`src/rtl/cpu_fetch_ctrl.sv`:
```
// Front-end fetch sequencer: issues instruction fetches, strobes the IR, hands off to
// decode/execute and traps misaligned PCs, bus errors and fetch timeouts.
module cpu_fetch_ctrl #(
   parameter int unsigned TIMEOUT_CYCLES = 255,
   parameter int unsigned CNT_W          = 32
) (
   input  logic             clk,
   input  logic             rst_n,
   input  logic             run,
   input  logic [31:0]      pc,
   input  logic             flush,
   output logic             mem_req,
   output logic [31:0]      mem_addr,
   input  logic             mem_ack,
   input  logic             mem_err,
   output logic             ir_wr,
   output logic             decode_valid,
   input  logic             exec_done,
   output logic             fault,
   output logic [1:0]       fault_cause,
   output logic [31:0]      fault_addr,
   input  logic             fault_clr,
   output logic [CNT_W-1:0] retired
);

   typedef enum logic [2:0] {
      S_IDLE,
      S_FETCH,
      S_DECODE,
      S_EXEC,
      S_FAULT
   } state_t;

   localparam logic [1:0]  CAUSE_NONE    = 2'd0;
   localparam logic [1:0]  CAUSE_MISALGN = 2'd1;
   localparam logic [1:0]  CAUSE_BUSERR  = 2'd2;
   localparam logic [1:0]  CAUSE_TIMEOUT = 2'd3;
   // Counter value seen during the last permitted FETCH cycle (cycle TIMEOUT_CYCLES).
   localparam logic [15:0] WAIT_LAST     = 16'(TIMEOUT_CYCLES - 1);

   state_t           state_q, state_d;
   logic [31:0]      addr_q, addr_d;
   logic [15:0]      wait_q, wait_d;
   logic [1:0]       cause_q, cause_d;
   logic [31:0]      faddr_q, faddr_d;
   logic [CNT_W-1:0] ret_q, ret_d;

   always_ff @(posedge clk or negedge rst_n) begin
      if (!rst_n) begin
         state_q <= S_IDLE;
         addr_q  <= '0;
         wait_q  <= '0;
         cause_q <= CAUSE_NONE;
         faddr_q <= '0;
         ret_q   <= '0;
      end else begin
         state_q <= state_d;
         addr_q  <= addr_d;
         wait_q  <= wait_d;
         cause_q <= cause_d;
         faddr_q <= faddr_d;
         ret_q   <= ret_d;
      end
   end

   always_comb begin
      state_d = state_q;
      addr_d  = addr_q;
      wait_d  = wait_q;
      cause_d = cause_q;
      faddr_d = faddr_q;
      ret_d   = ret_q;
      case (state_q)
         S_IDLE: begin
            if (flush) begin
               state_d = S_IDLE;
            end else if (run) begin
               if (pc[1:0] != 2'b00) begin
                  state_d = S_FAULT;
                  cause_d = CAUSE_MISALGN;
                  faddr_d = pc;
               end else begin
                  state_d = S_FETCH;
                  addr_d  = pc;
                  wait_d  = '0;
               end
            end
         end
         S_FETCH: begin
            wait_d = wait_q + 16'd1;
            // An ack in the final permitted cycle wins over the timeout.
            if (flush) begin
               state_d = S_IDLE;
            end else if (mem_ack) begin
               if (mem_err) begin
                  state_d = S_FAULT;
                  cause_d = CAUSE_BUSERR;
                  faddr_d = addr_q;
               end else begin
                  state_d = S_DECODE;
               end
            end else if (wait_q == WAIT_LAST) begin
               state_d = S_FAULT;
               cause_d = CAUSE_TIMEOUT;
               faddr_d = addr_q;
            end
         end
         S_DECODE: begin
            state_d = flush ? S_IDLE : S_EXEC;
         end
         S_EXEC: begin
            if (flush) begin
               state_d = S_IDLE;
            end else if (exec_done) begin
               state_d = S_IDLE;
               ret_d   = ret_q + 1'b1;
            end
         end
         S_FAULT: begin
            if (fault_clr) begin
               state_d = S_IDLE;
               cause_d = CAUSE_NONE;
            end
         end
         default: begin
            state_d = S_IDLE;
         end
      endcase
   end

   // Moore outputs decode the state register directly, so async reset drops them at once.
   assign mem_req      = (state_q == S_FETCH);
   assign mem_addr     = addr_q;
   assign ir_wr        = (state_q == S_FETCH) && mem_ack && !mem_err && !flush;
   assign decode_valid = (state_q == S_DECODE);
   assign fault        = (state_q == S_FAULT);
   assign fault_cause  = cause_q;
   assign fault_addr   = faddr_q;
   assign retired      = ret_q;

endmodule
```
`config.mk`:
```
export PLATFORM = sky130hd
export DESIGN_NAME = cpu_fetch_ctrl
export DESIGN_NICKNAME = d
export VERILOG_FILES = /design/src/rtl/cpu_fetch_ctrl.sv
export SDC_FILE = /design/constraint.sdc
export NUM_CORES = 1
export LEC_CHECK = 0
export CORE_ASPECT_RATIO = 0.7
export CORE_MARGIN = 5
export CORE_UTILIZATION = 60
export DETAILED_ROUTE_END_ITERATION = 16
export DONT_BUFFER_PORTS = 1
export PLACE_DENSITY_LB_ADDON = 0.15
export SKIP_CTS_REPAIR_TIMING = 1
export SYNTH_ARGS = -nofsm -noshare
export SYNTH_HDL_FRONTEND = slang
export SYNTH_SLANG_ARGS = --single-unit
export TNS_END_PERCENT = 50
```
`constraint.sdc`:
```
create_clock -name clk -period 2.75 [get_ports clk]
set_input_delay 0.825 -clock clk [delete_from_list [all_inputs] [get_ports clk]]
set_output_delay 0.825 -clock clk [all_outputs]
set_load 0.1 [all_outputs]
```
# Word-level counts from Yosys, hierarchy flattened
# Index checks and enable logic that the tools add are counted.
[word_totals] reg_bits=117 input_bits=40 output_inout_bits=102
[classes] addsub=2 eq_ne=16 mux=33 n_bitwise=2 reduce_logical=15
[op_table] operator="$mux 32" count=7
[op_table] operator="$pmux 32 s2" count=1
[op_table] operator="$mux 16" count=3
[op_table] operator="$add 32x1->32 const B" count=1
[op_table] operator="$pmux 16 s2" count=1
[op_table] operator="$mux 3" count=10
[op_table] operator="$mux 2" count=9
[op_table] operator="$add 16x1->16 const B" count=1
[op_table] operator="$eq 16x8->1 const B" count=1
[op_table] operator="$pmux 3 s5" count=1
[op_table] operator="$reduce_and 4->1" count=3
[op_table] operator="$ne 2x2->1 const B" count=5
[op_table] operator="$reduce_and 8->1" count=1
[op_table] operator="$reduce_and 7->1" count=1
[op_table] operator="$eq 3x2->1 const B" count=2
[op_table] operator="$ne 3x3->1 const B" count=2
[op_table] operator="$pmux 2 s3" count=1
[op_table] operator="$ne 4x2->1 const B" count=1
[op_table] operator="$reduce_bool 2->1" count=2
[op_table] operator="$eq 3x1->1 const B" count=1
[op_table] operator="$eq 3x3->1 const B" count=1
[op_table] operator="$logic_and 1x1->1" count=3
[op_table] operator="$logic_not 3->1" count=1
[op_table] operator="$ne 3x1->1 const B" count=1
[op_table] operator="other kinds (6)" count=8

# Longest topological paths before layout
# Gate-level depths: netlist of run 1.
[logic_depth] depth_word=5 mapped_depth=9

# Least setup slack after synthesis of run 1
# OpenSTA, ideal clock, no wires.
[synth_path] path_kind="flip-flop to output port" start="register state_q[0]" end="output fault" arrival_ns=2.883 required_ns=1.925 path_slack_ns=-0.958 path_stages_with_launch=3 path_cell_list="dfrtp_1 buf_4 nor3b_1"
[synth_between] elab_chain_len=1
[synth_rtl] item="from (decl)" line_no="41" source="state_t state_q, state_d;"
[synth_rtl] item="from (signal assigned)" line_no="57" source="state_q <= state_d;"
[synth_rtl] item="$eq 3x3->1" line_no="136" source="assign fault = (state_q == S_FAULT);"
[synth_rtl] item="to (decl)" line_no="19" source="output logic fault,"
# Every way passes these cells.

# Final worst setup path of run 1
[layout_path] start="register state_q[2]" end="output ir_wr"
[layout_between] elab_chain_len=4
[layout_rtl] item="$eq 3x1->1" line_no="134" source="assign ir_wr = (state_q == S_FETCH) && mem_ack && !mem_err && !flush;"
[layout_rtl] item="$logic_and 1x1->1 (3 in a row)" line_no="134"
[layout_rtl] item="to (decl)" line_no="16" source="output logic ir_wr,"
# Every way passes these cells.

==> results.tsv, run 1 <==
stage	metric	value	unit
outcome	status	completed	
global_route	global-route wire length before repair	22400	microns
floorplan	Initial Util	62.0	%
power_and_ir_drop	PwrDens	1160	nW/um^2
global_route	antenna violations before repair	0	
power_and_ir_drop	Sw Share	47.2	%
placement	placer's final routability congestion estimate	0.805	
cts	CTS sink cnt	117	
sta	Min Hold Slack	0.110	ns
drt	vias per cell	5.49	
layout	Util after Layout	79.9	%
layout	fraction of layout cells with a size suffix above 1	22.8	%
floorplan	overall die width	122	microns
floorplan	die area	10800	sq um
sta	Setup Skew	0.00786	ns
sta	crit share post-route	96.8	%
placement	Detailed Place HPWL	8800	microns
power_and_ir_drop	Comb power frac	43.1	%
sta	fmax	376	MHz
setup_path	critical path startpoint category	register	
logic_synthesis	Mapped Nets	606	
drt	vias	4400	
cts	CTS tree	yes	
cts	number of buffers created by CTS	17	
cts	Clk Latency, worst-skew pair	0.41	ns
logic_synthesis	post-synthesis register bit count	117	
sta	Setup-failing EPs final	0	
logic_synthesis	Avg Inst Size Synth	9.37	sq um
floorplan	Die Ht	88.5	microns
drt	# DRC	0	
setup_path	worst reg-to-reg path cell count	6	
sta	Worst Max-Slew Pin Slew	0.947	ns
placement	I/O Buffers	0	
floorplan	Ports	142	
setup_path	r2r endpoint	fault_addr[15]$_DFFE_PN0P_	
layout	commonest non-fill, non-tap cells in the layout	nand2_1, dfrtp_1, buf_4	
drt	final antenna-violating net count	0	
layout	most common cell after layout, fill and taps aside	nand2_1	
sta	relative slew slack	36.9	%
layout	Area Growth Syn to Fin	29.0	%
cts	H-tree levels	4	
logic_synthesis	Synth cell types	46	
hold_path	worst hold-check path type	in -> async	
setup_path	Critical Path AT	1.84	ns
sta	Final Hold Vio Count	0	
logic_synthesis	Post-synth ARST share	100	%
logic_synthesis	Synth Cell Area	5280	sq um
logic_synthesis	Yosys warning count	0	
setup_path	RR Startpoint	state_q[2]$_DFFE_PN0P_	
floorplan	Core Area	8510	sq um
drt	final wirelength	13500	microns
global_route	GR Overflow Total	0	
drt	Detailed Routing Iterations Pass 1	5	
power_and_ir_drop	Clk pwr share	28.6	%
power_and_ir_drop	P_leak	0.00333	uW
layout	Final nets	711	
cts	root buffer cell	clkbuf_16	
drt	drt wl/cell	16.9	microns
logic_synthesis	Main synth FF type	dfrtp_1	
global_route	vias in the first global route	4574	
sta	Min Clock Period, post-route	2.66	ns
setup_path	CP Class	reg -> out	
power_and_ir_drop	Psw	3730	uW
logic_synthesis	cells after synthesis	563	
floorplan	Rows	28	
run	Max Cap Viol	0	
sta	fin. max-slew vios	0	
logic_synthesis	Post-synth EDFFs	0	
setup_path	Worst Path Max Fanout	6	
cts	clock transition at the registers of the reported paths	0.05	ns
logic_synthesis	post-synthesis sequential area ratio	55.5	%
power_and_ir_drop	Pint	4160	uW
setup_path	Req. time, crit path	1.93	ns
drt	Iter 0 DRT Violations	373	
power_and_ir_drop	power share of the sequential group	28.3	%
layout	diodes inserted	0	
sta	RSZ-0062 raised after global routing	no	
cts	CTS Buffer Depth	2	
setup_path	worst reg-to-reg setup slack	0.55	ns
global_route	pin count of the biggest net entering global routing	118	
layout	# fillers	529	
global_route	total track usage	26.6	%
power_and_ir_drop	VDD IR-drop max	907	uV
setup_path	CP Capture Type	output pin	
critical path: stages (launching register included):
cell	delay [ns]
dfrtp_2	0.44
or3b_1	0.42
or2_4	0.29
nor2_4	0.10
buf_12	0.18
flip-flops by register name, summed over array words and instances, names as in the netlist:
register	cells
fault_addr	32
mem_addr	32
retired	32
wait_q	16
state_q	3
fault_cause	2
power by group through the flow:
stage | Combinational (uW) | Clock [uW] | Sequential, uW
after CTS | 3410 | 2280 | 2230
after global placement | 3360 | 0 | 2240
final | 3400 | 2250 | 2230
after floorplan | 439 | 0 | 4530
after global routing | 3520 | 2380 | 2270
after detailed placement | 3410 | 0 | 2260
metrics by stage:
| step | power [uW] | instance area (sq um) | setup slack [ns] | TNS, ns | std cells |
|---|---|---|---|---|---|
| 6_report | 7890 | 6800 | 0.0872 | 0 | 801 |
| 3_3_place_gp | 5610 | 6180 | 0.290 | 0 | 769 |
| 5_1_grt | 8170 | 6800 | 0.0397 | 0 | 801 |
| 3_5_place_dp | 5670 | 6180 | 0.290 | 0 | 769 |
| 2_1_floorplan | 4970 | 5280 | -0.599 | -0.599 | 563 |
| 4_1_cts | 7930 | 6790 | -0.0186 | -0.0186 | 801 |
cells by family (layout without fill, tap and decap cells):
family	after synthesis	count (layout)	share of synthesized area, %
buf+inv	32	150	3.08
fa+ha+maj	3	3	0.712
mux	2	2	0.427
simple gates	315	315	27.0
xor+xnor	43	43	7.14
flops	117	117	55.5
compound gates	51	51	6.17
cell usage after synthesis (all sizes together) (2+ instances only):
library cell / instances / area, sq um
nor2: 60 / 228
xor2: 15 / 131
nor3: 10 / 50.1
clkbuf: 8 / 30.0
dfrtp: 117 / 2930
and2: 6 / 37.5
buf: 15 / 98.8
nor3b: 2 / 20.0
and4: 4 / 35.0
a21oi: 4 / 20.0
nor4: 3 / 33.8
o21ai: 6 / 30.0
mux2: 2 / 22.5
o211ai: 2 / 15.0
nand2b: 3 / 18.8
a31oi: 32 / 200
nand2: 176 / 661
ha: 3 / 37.5
nand4: 16 / 106
nor4b: 3 / 47.5
xnor2: 28 / 245
or2: 2 / 15.0
and3: 7 / 43.8
inv: 8 / 30.0
nand3: 19 / 95.1
or3: 2 / 12.5
layout make-up:
type / instances / area (sq um) / share of cell area (%)
timing repair buffer: 109 / 856 / 12.6
clock inverter: 9 / 124 / 1.82
sequential: 117 / 2930 / 43.1
inverter: 9 / 33.8 / 0.497
multi-input combinational: 414 / 2220 / 32.7
tap: 120 / 150 / 2.21
clock buffer: 23 / 488 / 7.17
how the worst max path moves through the flow:
stage                      startpoint  endpoint  slack, ns  cells after the start
2_1_floorplan  state_q[2]$_DFFE_PN0P_     ir_wr      -0.60                      4
3_3_place_gp                  mem_err     ir_wr       0.29                      4
3_5_place_dp                  mem_err     ir_wr       0.29                      4
4_1_cts        state_q[2]$_DFFE_PN0P_     ir_wr      -0.02                      4
5_1_grt        state_q[2]$_DFFE_PN0P_     ir_wr       0.04                      4
6_report       state_q[2]$_DFFE_PN0P_     ir_wr       0.09                      4
per-layer routing:
metal	GRT usage, %	vias up	part of all wire, %
li1	-	2087	-
met2	44.6	196	50
met1	32.5	2094	40
met5	0	-	0
met3	9.33	23	9.2
met4	9.45	0	1.4
No activity file was read; power rests on OpenSTA's default activity.
==> inputs of run 2 (changes only) <==
--- a/config.mk
+++ b/config.mk
@@ -5,6 +5,8 @@
 export SDC_FILE = /design/constraint.sdc
 export NUM_CORES = 1
 export LEC_CHECK = 0
+export ABC_AREA = 1
+export CAP_MARGIN = 20
 export CORE_ASPECT_RATIO = 0.7
 export CORE_MARGIN = 5
 export CORE_UTILIZATION = 60
==> results.tsv, run 2 <==
stage	metric	value	unit
sta	RSZ-0062 raised after global routing	no	
global_route	GR Overflow Total	0	
logic_synthesis	Synth top area share	50.0	%
layout	commonest non-fill, non-tap cells in the layout	nand2_1, dfrtp_1, buf_4	
setup_path	Req. time, crit path	1.93	ns
sta	fin. max-slew vios	0	
logic_synthesis	Post-synth EDFFs	0	
setup_path	Worst Path Max Fanout	6	
layout	Final nets	868	
floorplan	Ports	142	
sta	Final WS setup	0.227	ns
logic_synthesis	Yosys warning count	0	
setup_path	Critical Path AT	1.70	ns
logic_synthesis	Synth cell types	30	
global_route	total track usage	26.1	%
hold_path	worst hold-check path type	in -> async	
layout	# fillers	701	
layout	Area Growth Syn to Fin	25.0	%
global_route	pin count of the biggest net entering global routing	118	
global_route	vias in the first global route	5115	
logic_synthesis	post-synthesis register bit count	117	
setup_path	critical-path cell list	nor2_2 -> nand4_1 -> nor2_2 -> buf_4	
sta	Final Hold Vio Count	0	
logic_synthesis	cell taking the most area after synthesis	dfrtp_1	
sta	Min Clock Period, post-route	2.52	ns
cts	H-tree levels	4	
floorplan	overall die width	128	microns
layout	most common cell after layout, fill and taps aside	nand2_1	
setup_path	CP Class	reg -> out	
placement	I/O Buffers	0	
cts	clock transition at the registers of the reported paths	0.05	ns
logic_synthesis	Avg Inst Size Synth	8.10	sq um
drt	# DRC	0	
cts	root buffer cell	clkbuf_16	
setup_path	r2r endpoint	fault_addr[10]$_DFFE_PN0P_	
logic_synthesis	Post-synth ARST share	100	%
floorplan	Initial Util	60.9	%
logic_synthesis	post-synthesis sequential area ratio	50.0	%
setup_path	RR Startpoint	state_q[2]$_DFFE_PN0P_	
cts	CTS Buffer Depth	2	
drt	final antenna-violating net count	0	
cts	CTS tree	yes	
setup_path	CP max stage cell	dfrtp_1	
placement	Detailed Place HPWL	10400	microns
outcome	status	completed	
floorplan	die area	11900	sq um
sta	crit share post-route	91.7	%
cts	Clk Latency, worst-skew pair	0.41	ns
layout	fraction of layout cells with a size suffix above 1	21.4	%
global_route	antenna violations before repair	0	
global_route	global-route wire length before repair	24600	microns
sta	relative slew slack	64.1	%
logic_synthesis	Synth Cell Area	5850	sq um
setup_path	critical path startpoint category	register	
floorplan	Rows	30	
logic_synthesis	Mapped Nets	765	
sta	Worst Max-Slew Pin Slew	0.538	ns
layout	diodes inserted	0	
logic_synthesis	Post-synth top cells	nand2_1, dfrtp_1, inv_1	
cts	CTS sink cnt	117	
run	Max Cap Viol	0	
drt	final wirelength	14700	microns
drt	drt wl/cell	15.3	microns
logic_synthesis	Main synth FF type	dfrtp_1	
placement	placer's final routability congestion estimate	0.914	
drt	vias	5137	
sta	setup total negative slack	0	ns
placement	DP Worst Slack	0.492	ns
placement	placed insts	934	
layout	Post-Layout Cell Count	966	
setup_path	CP most frequent cell	nor2_2	
drt	Detailed Routing Iterations Pass 1	6	
logic_synthesis	Area contributors post-synth	dfrtp_1, nand2_1, o21ai_0	
drt	vias per cell	5.32	
drt	Iter 0 DRT Violations	421	
floorplan	Core Area	9610	sq um
sta	Setup-failing EPs final	0	
sta	Setup Skew	0.00865	ns
setup_path	worst reg-to-reg setup slack	0.77	ns
logic_synthesis	cells after synthesis	722	
setup_path	CP Capture Type	output pin	
setup_path	worst reg-to-reg path cell count	7	
logic_synthesis	most frequent cell after synthesis	nand2_1	
setup_path	CP max stage delay	0.48	ns
floorplan	Die Ht	92.6	microns
cts	number of buffers created by CTS	17	
sta	fmax	396	MHz
==> run 2: cell count changes after synthesis, moves of 7 or more <==
cell     change
o21ai_0     +72
nand2_1     +34
nor2_1      -11
o21ai_1      +8
xnor2_1     -18
nand3_1     +18
and3_1       -7
o21ai_2     +23
a31oi_1     -32
inv_1       +85
==> run 2: through the flow <==
step           util [%]  hold WS [ns]  area, sq um
6_report           76.1         0.107         7310
5_1_grt            76.1        0.0877         7310
4_1_cts            76.1         0.101         7310
3_5_place_dp       69.8         0.477         6710
3_3_place_gp       69.8         0.466         6710
2_1_floorplan         -         0.488         5860
==> run 2: logic make-up (layout without fill, tap and decap cells) <==
family | count (synthesis) | after routing | share of synthesized area, %
adders and majority gates | 3 | 3 | 0.642
xor gates and xnor gates | 27 | 27 | 4.04
DFF | 117 | 117 | 50.0
AOI/OAI and AO/OA | 118 | 118 | 11.9
buffers and inverters | 117 | 233 | 8.55
and+or+nand+nor | 340 | 340 | 24.8
==> run 2: worst max-delay path: cells and delay by family (launching register included) <==
family / cells / cell delay, ns
flip-flops: 1 / 0.48
AND/OR/NAND/NOR: 3 / 0.51
buffers and inverters: 1 / 0.30
==> run 2: how the worst max path moves through the flow <==
stage | endpoint | slack (ns) | depth (start not counted) | start
6_report | ir_wr | 0.23 | 4 | state_q[2]$_DFFE_PN0P_
5_1_grt | ir_wr | 0.14 | 4 | state_q[2]$_DFFE_PN0P_
4_1_cts | ir_wr | 0.22 | 4 | state_q[2]$_DFFE_PN0P_
3_5_place_dp | ir_wr | 0.49 | 4 | mem_err
3_3_place_gp | ir_wr | 0.49 | 4 | mem_err
2_1_floorplan | ir_wr | -0.33 | 3 | mem_err
==> run 2: per-layer routing <==
metal  global-route usage [%]  share of wire [%]  vias to the layer above
met4                     7.69               0.86                        0
met2                     42.7                 48                      203
met1                     32.3                 42                     2422
met5                        0                  0                        -
li1                         -                  -                     2497
met3                     10.2                9.8                       15
==> run 2: cell type report <==
cell class	count	area, sq um	area share (%)
Clock buffer	23	478	6.54
Sequential cell	117	2930	40.0
Timing Repair Buffer	106	821	11.2
Tap cell	128	160	2.19
Clock inverter	9	125	1.71
Multi-Input combinational cell	488	2440	33.4
Inverter	95	357	4.88
Power of run 2 is left out: the tool's default activity adds up to more than one toggle a clock period on the data nets, which glitch-free logic cannot reach.
